==> src/rtl/spi_rx_pkg.sv <==
// Shared definitions for the SPI mode-0 slave receive front end.
//
// Contents:
//   DEFAULT_DATA_W - default bits per SPI word
//   rx_state_e     - receive state machine encoding
//   rx_entry_t     - layout of one receive FIFO entry at the default width
//   maj3           - three-input majority vote, used by the optional
//                    glitch filter (SPI_SLAVE_RX_GLITCH_FILTER_EN)
package spi_rx_pkg;

    localparam int DEFAULT_DATA_W = 8;

    typedef enum logic [1:0] {
        WAIT_IDLE,
        IDLE,
        ACTIVE
    } rx_state_e;

    // The FIFO stores {sof, data}; sof sits above the data bits.
    typedef struct packed {
        logic                      sof;
        logic [DEFAULT_DATA_W-1:0] data;
    } rx_entry_t;

    function automatic logic maj3(input logic a, input logic b, input logic c);
        return (a & b) | (a & c) | (b & c);
    endfunction

endpackage

==> src/rtl/spi_slave_rx_if.sv <==
// Receive stream interface between spi_slave_rx and downstream logic.
//
// Signals:
//   rx_data  - word at the FIFO head
//   rx_sof   - head word is the first word of its frame
//   rx_valid - head word is valid
//   rx_ready - downstream accepts the head word (pop on valid & ready)
// Modports:
//   master - the receiver (drives data/sof/valid)
//   slave  - the consumer (drives ready)
interface spi_slave_rx_if
    import spi_rx_pkg::*;
#(
    parameter int DATA_W = DEFAULT_DATA_W
);
    logic [DATA_W-1:0] rx_data;
    logic              rx_sof;
    logic              rx_valid;
    logic              rx_ready;

    modport master (
        output rx_data,
        output rx_sof,
        output rx_valid,
        input  rx_ready
    );

    modport slave (
        input  rx_data,
        input  rx_sof,
        input  rx_valid,
        output rx_ready
    );
endinterface

==> src/rtl/spi_rx_fifo.sv <==
// Synchronous receive FIFO with a registered head word.
//
// The head register always holds the oldest stored entry, so the entry count
// includes the word being presented. A push into a full FIFO is still taken
// when a pop happens in the same cycle; otherwise it is dropped and drop_o
// pulses. A pop on an empty FIFO is ignored.
//
// Ports:
//   clk, rst     - system clock, synchronous active-high reset
//   push_i       - write push_data_i
//   push_data_i  - entry to write
//   pop_i        - consumer ready; pops when the head is valid
//   head_o       - registered head entry
//   head_valid_o - head entry is valid
//   drop_o       - push rejected because the FIFO was full
module spi_rx_fifo
    import spi_rx_pkg::*;
#(
    parameter int WIDTH = DEFAULT_DATA_W + 1,
    parameter int DEPTH = 4
) (
    input  logic             clk,
    input  logic             rst,
    input  logic             push_i,
    input  logic [WIDTH-1:0] push_data_i,
    input  logic             pop_i,
    output logic [WIDTH-1:0] head_o,
    output logic             head_valid_o,
    output logic             drop_o
);
    localparam int AW = $clog2(DEPTH);
    localparam int CW = AW + 1;

    logic [WIDTH-1:0] mem_q [DEPTH];
    logic [WIDTH-1:0] mem_d [DEPTH];
    logic [AW-1:0]    rd_ptr_q, rd_ptr_d;
    logic [AW-1:0]    wr_ptr_q, wr_ptr_d;
    logic [CW-1:0]    count_q, count_d, count_after_pop;
    logic [WIDTH-1:0] head_q, head_d;
    logic             valid_q, valid_d;
    logic             full, empty, pop, push_ok;

    // Pointer/count bookkeeping and next head selection. When the FIFO would
    // otherwise be empty after this cycle's pop, the incoming word goes
    // straight into the head register; otherwise the head is read from the
    // entry the read pointer will point at.
    always_comb begin
        empty           = (count_q == '0);
        full            = (count_q == CW'(DEPTH));
        pop             = pop_i && !empty;
        push_ok         = push_i && (!full || pop);
        drop_o          = push_i && !push_ok;
        count_after_pop = count_q - CW'(pop);
        count_d         = count_after_pop + CW'(push_ok);
        rd_ptr_d        = rd_ptr_q + AW'(pop);
        wr_ptr_d        = wr_ptr_q + AW'(push_ok);
        mem_d           = mem_q;
        if (push_ok) begin
            mem_d[wr_ptr_q] = push_data_i;
        end
        if (push_ok && (count_after_pop == '0)) begin
            head_d = push_data_i;
        end else begin
            head_d = mem_q[rd_ptr_d];
        end
        valid_d = (count_d != '0);
    end

    // Control state; reset flushes the FIFO.
    always_ff @(posedge clk) begin
        if (rst) begin
            rd_ptr_q <= '0;
            wr_ptr_q <= '0;
            count_q  <= '0;
            head_q   <= '0;
            valid_q  <= 1'b0;
        end else begin
            rd_ptr_q <= rd_ptr_d;
            wr_ptr_q <= wr_ptr_d;
            count_q  <= count_d;
            head_q   <= head_d;
            valid_q  <= valid_d;
        end
    end

    // Storage array; contents are don't-care until written.
    always_ff @(posedge clk) begin
        mem_q <= mem_d;
    end

    assign head_o       = head_q;
    assign head_valid_o = valid_q;

endmodule

==> src/rtl/spi_slave_rx.sv <==
// SPI mode-0 (CPOL=0, CPHA=0) slave receive front end.
//
// SCLK, SS and MOSI are oversampled in the clk domain through equal-length
// synchronisers, MSB-first words are assembled and pushed with a
// start-of-frame flag into spi_rx_fifo, which presents them on the rx stream.
//
// Ports:
//   clk, rst        - system clock (>= 4x SCLK), synchronous active-high reset
//   spi_clk_i       - SPI SCLK pin (asynchronous)
//   spi_ss_i        - SPI slave select pin, active low (asynchronous)
//   mosi_i          - SPI data in pin (asynchronous)
//   rx              - receive stream (spi_slave_rx_if.master)
//   frame_active_o  - SS asserted and a frame is being received
//   overrun_o       - sticky: a word was dropped on a full FIFO
//   ovr_clr_i       - clears overrun_o (a new overrun in the same cycle wins)
//   bit_err_o       - one-cycle pulse: frame ended on a partial word
//
// Optional build macro SPI_SLAVE_RX_GLITCH_FILTER_EN: SCLK and SS pass through
// a 3-sample majority filter (+2 clk) before edge detection so single-clk
// pulses are rejected; clk must then be >= 6x SCLK. MOSI is delayed by the
// same 2 clk to stay aligned with the filtered SCLK.
module spi_slave_rx
    import spi_rx_pkg::*;
#(
    parameter int DATA_W      = DEFAULT_DATA_W,
    parameter int FIFO_DEPTH  = 4,
    parameter int SYNC_STAGES = 2
) (
    input  logic           clk,
    input  logic           rst,
    input  logic           spi_clk_i,
    input  logic           spi_ss_i,
    input  logic           mosi_i,
    spi_slave_rx_if.master rx,
    output logic           frame_active_o,
    output logic           overrun_o,
    input  logic           ovr_clr_i,
    output logic           bit_err_o
);
    localparam int BCW = $clog2(DATA_W);

    logic [SYNC_STAGES-1:0] sclk_sync_q, sclk_sync_d;
    logic [SYNC_STAGES-1:0] ss_sync_q, ss_sync_d;
    logic [SYNC_STAGES-1:0] mosi_sync_q, mosi_sync_d;
    logic sclk_raw, ss_raw, mosi_raw;
    logic sclk_s, ss_s, mosi_s;
    logic sclk_prev_q, sclk_prev_d, ss_prev_q, ss_prev_d;
    logic sclk_rise, ss_fall, ss_rise;

    rx_state_e         state_q, state_d;
    // Only the first DATA_W-1 bits of a word are ever held here; the last
    // bit is taken straight from MOSI into the pushed entry.
    logic [DATA_W-2:0] shreg_q, shreg_d;
    logic [BCW-1:0]    bit_cnt_q, bit_cnt_d;
    logic              sof_pend_q, sof_pend_d;
    logic              bit_err_q, bit_err_d;
    logic              overrun_q, overrun_d;
    logic              push;
    logic [DATA_W:0]   push_word;
    logic [DATA_W:0]   head;
    logic              fifo_drop;

    // Input synchronisers: every pin sees the same number of flops so the
    // relative timing of SCLK and MOSI is preserved.
    always_comb begin
        sclk_sync_d = {sclk_sync_q[SYNC_STAGES-2:0], spi_clk_i};
        ss_sync_d   = {ss_sync_q[SYNC_STAGES-2:0], spi_ss_i};
        mosi_sync_d = {mosi_sync_q[SYNC_STAGES-2:0], mosi_i};
        sclk_raw    = sclk_sync_q[SYNC_STAGES-1];
        ss_raw      = ss_sync_q[SYNC_STAGES-1];
        mosi_raw    = mosi_sync_q[SYNC_STAGES-1];
    end

`ifdef SPI_SLAVE_RX_GLITCH_FILTER_EN
    logic [1:0] sclk_hist_q, sclk_hist_d, ss_hist_q, ss_hist_d, mosi_dly_q, mosi_dly_d;
    logic       sclk_filt_q, sclk_filt_d, ss_filt_q, ss_filt_d;

    // Majority of the current and two previous samples, registered; a level
    // must persist for two samples to pass, so a lone 1-clk pulse is lost.
    always_comb begin
        sclk_hist_d = {sclk_hist_q[0], sclk_raw};
        ss_hist_d   = {ss_hist_q[0], ss_raw};
        mosi_dly_d  = {mosi_dly_q[0], mosi_raw};
        sclk_filt_d = maj3(sclk_raw, sclk_hist_q[0], sclk_hist_q[1]);
        ss_filt_d   = maj3(ss_raw, ss_hist_q[0], ss_hist_q[1]);
        sclk_s      = sclk_filt_q;
        ss_s        = ss_filt_q;
        mosi_s      = mosi_dly_q[1];
    end

    always_ff @(posedge clk) begin
        if (rst) begin
            sclk_hist_q <= '0;
            ss_hist_q   <= '0;
            mosi_dly_q  <= '0;
            sclk_filt_q <= 1'b0;
            ss_filt_q   <= 1'b0;
        end else begin
            sclk_hist_q <= sclk_hist_d;
            ss_hist_q   <= ss_hist_d;
            mosi_dly_q  <= mosi_dly_d;
            sclk_filt_q <= sclk_filt_d;
            ss_filt_q   <= ss_filt_d;
        end
    end
`else
    always_comb begin
        sclk_s = sclk_raw;
        ss_s   = ss_raw;
        mosi_s = mosi_raw;
    end
`endif

    // Edge detection on the conditioned SCLK and SS.
    always_comb begin
        sclk_prev_d = sclk_s;
        ss_prev_d   = ss_s;
        sclk_rise   = sclk_s & ~sclk_prev_q;
        ss_fall     = ~ss_s & ss_prev_q;
        ss_rise     = ss_s & ~ss_prev_q;
    end

    // Receive state machine and shifter. SS rising takes priority over a
    // coincident SCLK edge, which is then ignored. WAIT_IDLE keeps us out of
    // a frame that was already running when reset was released.
    always_comb begin
        state_d    = state_q;
        shreg_d    = shreg_q;
        bit_cnt_d  = bit_cnt_q;
        sof_pend_d = sof_pend_q;
        bit_err_d  = 1'b0;
        push       = 1'b0;
        push_word  = {sof_pend_q, shreg_q, mosi_s};
        case (state_q)
            WAIT_IDLE: begin
                if (ss_s) begin
                    state_d = IDLE;
                end
            end
            IDLE: begin
                if (ss_fall) begin
                    state_d    = ACTIVE;
                    bit_cnt_d  = '0;
                    sof_pend_d = 1'b1;
                end
            end
            ACTIVE: begin
                if (ss_rise) begin
                    state_d   = IDLE;
                    bit_err_d = (bit_cnt_q != '0);
                end else if (sclk_rise) begin
                    shreg_d = {shreg_q[DATA_W-3:0], mosi_s};
                    if (bit_cnt_q == BCW'(DATA_W - 1)) begin
                        push       = 1'b1;
                        sof_pend_d = 1'b0;
                        bit_cnt_d  = '0;
                    end else begin
                        bit_cnt_d = bit_cnt_q + BCW'(1);
                    end
                end
            end
            default: state_d = WAIT_IDLE;
        endcase
        overrun_d = fifo_drop ? 1'b1 : (ovr_clr_i ? 1'b0 : overrun_q);
    end

    // State registers for synchronisers, edge detectors, FSM and status.
    always_ff @(posedge clk) begin
        if (rst) begin
            sclk_sync_q <= '0;
            ss_sync_q   <= '0;
            mosi_sync_q <= '0;
            sclk_prev_q <= 1'b0;
            ss_prev_q   <= 1'b0;
            state_q     <= WAIT_IDLE;
            shreg_q     <= '0;
            bit_cnt_q   <= '0;
            sof_pend_q  <= 1'b0;
            bit_err_q   <= 1'b0;
            overrun_q   <= 1'b0;
        end else begin
            sclk_sync_q <= sclk_sync_d;
            ss_sync_q   <= ss_sync_d;
            mosi_sync_q <= mosi_sync_d;
            sclk_prev_q <= sclk_prev_d;
            ss_prev_q   <= ss_prev_d;
            state_q     <= state_d;
            shreg_q     <= shreg_d;
            bit_cnt_q   <= bit_cnt_d;
            sof_pend_q  <= sof_pend_d;
            bit_err_q   <= bit_err_d;
            overrun_q   <= overrun_d;
        end
    end

    spi_rx_fifo #(
        .WIDTH (DATA_W + 1),
        .DEPTH (FIFO_DEPTH)
    ) u_fifo (
        .clk          (clk),
        .rst          (rst),
        .push_i       (push),
        .push_data_i  (push_word),
        .pop_i        (rx.rx_ready),
        .head_o       (head),
        .head_valid_o (rx.rx_valid),
        .drop_o       (fifo_drop)
    );

    assign rx.rx_data     = head[DATA_W-1:0];
    assign rx.rx_sof      = head[DATA_W];
    assign frame_active_o = (state_q == ACTIVE) && !ss_s;
    assign overrun_o      = overrun_q;
    assign bit_err_o      = bit_err_q;

endmodule

==> src/flat_wrapper.sv <==
// flat-port wrapper written by rule: the top's interface ports become plain ports
module spi_slave_rx_flat import spi_rx_pkg::*;
#(
    parameter int DATA_W      = DEFAULT_DATA_W,
    parameter int FIFO_DEPTH  = 4,
    parameter int SYNC_STAGES = 2
)
  (clk, rst, spi_clk_i, spi_ss_i, mosi_i, frame_active_o, overrun_o, ovr_clr_i, bit_err_o, rx_rx_data, rx_rx_sof, rx_rx_valid, rx_rx_ready);
  spi_slave_rx_if #(.DATA_W(DATA_W)) rx_i ();
  input  logic clk;
  input  logic rst;
  input  logic spi_clk_i;
  input  logic spi_ss_i;
  input  logic mosi_i;
  output logic frame_active_o;
  output logic overrun_o;
  input  logic ovr_clr_i;
  output logic bit_err_o;
  output wire logic [$bits(rx_i.rx_data)-1:0] rx_rx_data;
  output wire logic [$bits(rx_i.rx_sof)-1:0] rx_rx_sof;
  output wire logic [$bits(rx_i.rx_valid)-1:0] rx_rx_valid;
  input wire logic [$bits(rx_i.rx_ready)-1:0] rx_rx_ready;
  assign rx_rx_data = rx_i.rx_data;
  assign rx_rx_sof = rx_i.rx_sof;
  assign rx_rx_valid = rx_i.rx_valid;
  assign rx_i.rx_ready = rx_rx_ready;
  spi_slave_rx #(.DATA_W(DATA_W), .FIFO_DEPTH(FIFO_DEPTH), .SYNC_STAGES(SYNC_STAGES)) u_core (.clk(clk), .rst(rst), .spi_clk_i(spi_clk_i), .spi_ss_i(spi_ss_i), .mosi_i(mosi_i), .rx(rx_i), .frame_active_o(frame_active_o), .overrun_o(overrun_o), .ovr_clr_i(ovr_clr_i), .bit_err_o(bit_err_o));
endmodule
==> config.mk <==
export PLATFORM = sky130hd
export DESIGN_NAME = spi_slave_rx_flat
export DESIGN_NICKNAME = d
export VERILOG_FILES = /design/src/rtl/spi_rx_pkg.sv /design/src/rtl/spi_slave_rx_if.sv /design/src/rtl/spi_rx_fifo.sv /design/src/rtl/spi_slave_rx.sv /design/src/flat_wrapper.sv
export SDC_FILE = /design/constraint.sdc
export NUM_CORES = 1
export LEC_CHECK = 0
export ABC_AREA = 1
export CORE_ASPECT_RATIO = 1.75
export CORE_MARGIN = 2
export CORE_UTILIZATION = 40
export DETAILED_ROUTE_END_ITERATION = 10
export SETUP_SLACK_MARGIN = 0.1
export SYNTH_ARGS = -nofsm -noshare
export SYNTH_HDL_FRONTEND = slang
export SYNTH_SLANG_ARGS = --single-unit
==> constraint.sdc <==
create_clock -name clk -period 2.5 [get_ports clk]
set_clock_uncertainty 0.2 [all_clocks]
set_input_delay 0.5 -clock clk [delete_from_list [all_inputs] [get_ports clk]]
set_output_delay 0.5 -clock clk [all_outputs]
set_load 0.02 [all_outputs]
# After elaboration in Yosys (flattened, before gate mapping)
# Cells that the tools add are included.
# totals
register_bits	76
input_bits	7
output_inout_bits	13
elab_cells	98
# op_classes
n_addsub	5
order_cmp	3
eq_ne	10
mux	27
bitwise	10
reduce_logical	23
# op_table
operator	n
36-bit bitwise mux	1
9-bit two-way mux	4
9-bit binary-select mux with 2-bit select	1
9-bit demux with 2-bit select	1
3-bit two-way mux	4
1-bit two-way mux	10
2-bit by 1-bit != test with 1-bit output (second input constant)	5
3-bit equality test (second input constant)	2
3-bit greater-or-equal comparator (second input constant)	2
1-bit logical AND	6
3-bit logical NOT	2
2-bit two-way mux	3
2-bit inverter with 3-bit output	2
2-bit case mux with 3 select lines	1
3-bit case mux with 2 select lines	1
3-bit AND reduction	2
3-bit nonzero test	2
1-bit inverter	5
5-bit AND reduction	1
2-bit by 1-bit adder with 2-bit output	2
1-bit logical NOT	4
4-bit AND reduction	1
2-bit nonzero test	2
3-bit by 1-bit adder with 3-bit output	1
11 further kinds	13

# Depth between registers and ports, before layout
# depth
depth_word	9
ltp_mapped	14
mapped_depth_nobuf	12

# Modules after synthesis
# Synthesis repeated with hierarchy kept, for this count alone.
# hier_totals
hier_cells	360
hier_area_um2	3214.3
# modules_own_cells
mod	n_inst	cells_per_inst	area_per_inst_um2	seq_area_each_um2
spi_rx_fifo	1	247	2294.7	1421.4
spi_slave_rx	1	113	919.6	460.4

# Least setup slack after synthesis
# Ideal clock, no wire load.
# synth_path
path_type	reg-to-reg
start	register u_core.bit_cnt_q[1]
end	register u_core.u_fifo.mem_q[0] (netlist name) (enable)
setup_time_ns	0.387
arrival_ns	1.737
t_required_ns	1.913
path_slack_ns	0.177
path_stages_with_launch	7
n_path_buf	0
period_less_slack_ns	2.323
cell_sequence	dfxtp_1 > ha_1 > ha_1 > nand3_1 > nor2_2 > nand3_1 > nor3_1
# synth_between
elab_chain_len	6
# synth_lines
item	line	source
start, declared	spi_slave_rx.sv:54	logic [BCW-1:0] bit_cnt_q, bit_cnt_d;
start signal, assigned	spi_slave_rx.sv:189	bit_cnt_q <= bit_cnt_d;
3-bit equality test	spi_slave_rx.sv:153	if (bit_cnt_q == BCW'(DATA_W - 1)) begin
1-bit two-way mux	spi_slave_rx.sv:153	
1-bit two-way mux	spi_slave_rx.sv:151	end else if (sclk_rise) begin
1-bit two-way mux	spi_slave_rx.sv:148	if (ss_rise) begin
1-bit two-way mux	spi_slave_rx.sv:134	case (state_q)
1-bit logical AND	spi_rx_fifo.sv:51	push_ok = push_i && (!full || pop);
end signal, assigned	spi_rx_fifo.sv:88	mem_q <= mem_d;
end, declared	spi_rx_fifo.sv:34	logic [WIDTH-1:0] mem_q [DEPTH];
# No other way between the ends.
# A chain may end at the register's enable or synchronous reset.

# Worst setup path after layout
# layout_path
start	input port rx_rx_ready
end	register u_core.u_fifo.head_q[5], in the netlist u_core.u_fifo.head_o[5]
# layout_between
elab_chain_len	7
elab_cells_between_ends	12
cone_classes	2 x add/sub; 4 x mux; 1 x bitwise; 5 x reduce/logical
# layout_lines
item	line	source
start, declared	flat_wrapper.sv:22	input wire logic [$bits(rx_i.rx_ready)-1:0] rx_rx_ready;
1-bit logical AND *	spi_rx_fifo.sv:50	pop = pop_i && !empty;
2-bit by 1-bit adder with 2-bit output	spi_rx_fifo.sv:55	rd_ptr_d = rd_ptr_q + AW'(pop);
2-bit inverter with 3-bit output (not written as such)	spi_rx_fifo.sv:64	head_d = mem_q[rd_ptr_d];
9-bit binary-select mux with 2-bit select	spi_rx_fifo.sv:64	
9-bit two-way mux (not written as such) (2 in a row)	spi_rx_fifo.sv:64	
9-bit two-way mux *	spi_rx_fifo.sv:61	if (push_ok && (count_after_pop == '0)) begin
end signal, assigned	spi_rx_fifo.sv:75	head_q <= '0;
end signal, assigned	spi_rx_fifo.sv:81	head_q <= head_d;
end, declared	spi_rx_fifo.sv:39	logic [WIDTH-1:0] head_q, head_d;
# Every way passes the cells marked *; elsewhere a longest branch is shown, timed or not. The select of a mux whose other input is x is not followed.

==> impl_metrics.csv <==
group,metric,value,unit
status,status,"finished clean",
clock_network,clock-sinks,76,
finish,insertedDiodeCount,0,
die,core_area,0.00791,mm²
clock_network,cts-htree-levels,3,
critical_path,cp_num_buf_inv,4,
finish,final_nets,423,
synth,ys_seq_area_share,58.2,%
sta,setup_viol,0,
placement,gp_congestion,0.829,
grt,antenna_found_initial,0,
die,die_height,123,µm
clock_network,root_buffer,"clkbuf_16",
clock_network,clock_latency,330,ps
routing,drtPass1Iterations,4,
critical_path,slowest_stage,"clkdlybuf4s50_1",
critical_path,crit_path_max_incr_delay,470,ps
sta,worst_hold_slack,201,ps
placement,io_buffers,19,
sta,clock.fmax,438,MHz
clock_network,cts_tree,"done",
critical_path,path_max_fanout,7,
finish,final_util,50.7,%
grt,overflow,0,
sta,layout_setup_ws,219,ps
sta,period_share,91.2,%
critical_path,endpoint_kind,"flip-flop",
synth,synth_seq_cells,76,
sta,hold_viol,0,
finish,layout.cells.non_filler,497,
routing,drt_iter0_drc,230,
synth,syn-num-nets,379,
critical_path,cp_top_family,"buffers and inverters",
routing,via_per_inst,4.84,
placement,dp_slack,-205,ps
clock_network,clk_pin_slew,60,ps
pwr,power_density,1260,mW/mm²
synth,synthTopCellsByArea,"edfxtp_1 33%, dfxtp_1 25%, nand2_1 13%",
finish,layout_commonest_cell,"nand2_1",
synth,yosysTopAreaCell,"edfxtp_1",
grt,grt_max_degree,21,
clock_network,cts_hold_buf,0,
pwr,leakagePower,1.78,nW
critical_path,cp-start-kind,"input pin",
critical_path,crit_cells,14,
synth,syn_avg_cell_area,9.02,µm²
grt,grt_pass1_wl,11200,µm
routing,wl,6780,µm
sta,fin_crit,2280,ps
die,initial_utilization,40.8,%
routing,drc_errors,0,
die,io_pins,20,
placement,hpwl,4680,µm
placement,dp.cells,477,
finish,drive_gt1_share,13.0,%
routing,vias,2406,
critical_path,r2r_cells,11,
critical_path,worst_ep_required_time,2570,ps
critical_path,worst_ep_arrival_time,2350,ps
synth,netlist_area,0.00323,mm²
critical_path,path_class,"input pin to flip-flop",
grt,first_global_vias,2371,
die,die-area,0.00884,mm²
synth,yosysWarnings,0,
synth,yosys.area.top_type_share,33.5,%
grt,track_usage,17.3,%
die,rows,43,
min_path,hold_path_class,"flip-flop to flip-flop",
synth,synth.distinct_cells,27,
synth,netlist_instances,358,
clock_network,clock_path_buffers,2,
sta,tns,0,ps
sta,slew_violations,0,
critical_path,path_cells,"clkdlybuf4s50_1 > inv_2 > a21oi_2 > ha_2 > ha_4 > inv_1 > nand2_1 > nand2_2 > nor2_4 > buf_6 > nand4_4 > nand2_1 > nand2_1 > nor2_1",
die,die_x,71.9,µm
clock_network,cts_buffers,9,
min_path,min_path_cells,2,
pwr,vdd_drop_max,671,µV
routing,ant_nets,0,
flow_run,max_cap_viol_count,0,
sta,tightest_slew,571,ps
critical_path,cpMostUsedCell,"nand2_1",
routing,post_drt_wl_per_cell,13.6,µm
sta,rsz0062_at_grt,"true",
finish,mostFrequentLayoutCells,"111 x nand2_1, 49 x nor2_1, 45 x inv_1",
finish,area_growth,24.2,%
sta,relSlewSlack,61.9,%
cells in the mapped netlist, drive strengths merged:
| library cell | instances |
|---|---|
| edfxtp | 36 |
| xnor2 | 3 |
| clkbuf | 3 |
| nor3 | 4 |
| nand3 | 10 |
| dfxtp | 40 |
| buf | 6 |
| nand2 | 115 |
| inv | 47 |
| xor2 | 1 |
| o21ai | 10 |
| a21oi | 12 |
| nand4 | 4 |
| nor2 | 52 |
| ha | 14 |
| a2111oi | 1 |
report_power, final:
| part | switching, mW | internal, mW |
|---|---|---|
| Sequential | 0.0781 | 1.45 |
| Combinational | 1.33 | 0.957 |
| Clock | 0.463 | 0.770 |
kinds of logic after synthesis:
kind of cell | Yosys count | share of synthesized area, %
AOI/OAI and AO/OA | 23 | 3.68
adders and majority gates | 14 | 5.42
buffers and inverters | 56 | 7.67
DFF | 76 | 58.2
xor gates and xnor gates | 4 | 1.55
and+or+nand+nor | 185 | 23.4
final cells by class:
| class | count | area (µm²) |
|---|---|---|
| clock buffers | 13 | 240 |
| clock inverters | 3 | 40.0 |
| fillers | 751 | 3900 |
| inverters | 47 | 176 |
| multi-input cells | 227 | 1170 |
| flip-flops and latches | 76 | 1880 |
| well taps | 90 | 113 |
| repair buffers | 41 | 395 |
registers in the layout, indices dropped and copies added, names as in the netlist, 2 cells and up:
signal,cells
u_core.shreg_q,7
u_core.u_fifo.wr_ptr_q,2
u_core.mosi_sync_q,2
u_core.u_fifo.count_q,3
u_core.bit_cnt_q,3
u_core.u_fifo.head_o,9
u_core.ss_sync_q,2
u_core.u_fifo.mem_q,36
u_core.sclk_sync_q,2
u_core.state_q,2
u_core.u_fifo.rd_ptr_q,2
layer usage:
layer / global-route usage [%] / wire [µm] / up-vias
met1: 17.3 / 2610 / 1128
li1: - / - / 1211
met2: 31.7 / 3680 / 49
met5: 0 / 0 / -
met4: 10.6 / 273 / 0
met3: 4.11 / 221 / 18
tightest hold or removal path, cell delays in order, from the launching register on:
cell,delay [ps]
dfxtp_1,290
inv_1,40
nor2_1,30
metrics by stage:
step                      total power, mW  instance area (µm²)
after floorplan                      2.95                 3230
after global placement               3.61                 3640
after detailed placement             3.65                 3640
after CTS                            4.88                 3920
after global routing                 5.50                 4010
final                                5.04                 4010
worst paths after layout:
| kind | end | slack, ps | start |
|---|---|---|---|
| min | u_core.sclk_sync_q[1] | 200 | u_core.sclk_sync_q[0] |
| min reg2reg | u_core.sclk_sync_q[1] | 200 | u_core.sclk_sync_q[0] |
| max | u_core.u_fifo.head_o[5] | 220 | rx_rx_ready |
| max reg2reg | u_core.u_fifo.head_valid_o | 280 | u_core.state_q[0] |
what timing repair did:
action / 4_1_cts / 5_1_grt
setup buffers: 0 / 3
pin swaps: 0 / 7
cloned: 0 / 1
gates resized for setup: 1 / 13
setup endpoints to repair: 1 / 19
No activity file was read; power rests on OpenSTA's default activity.
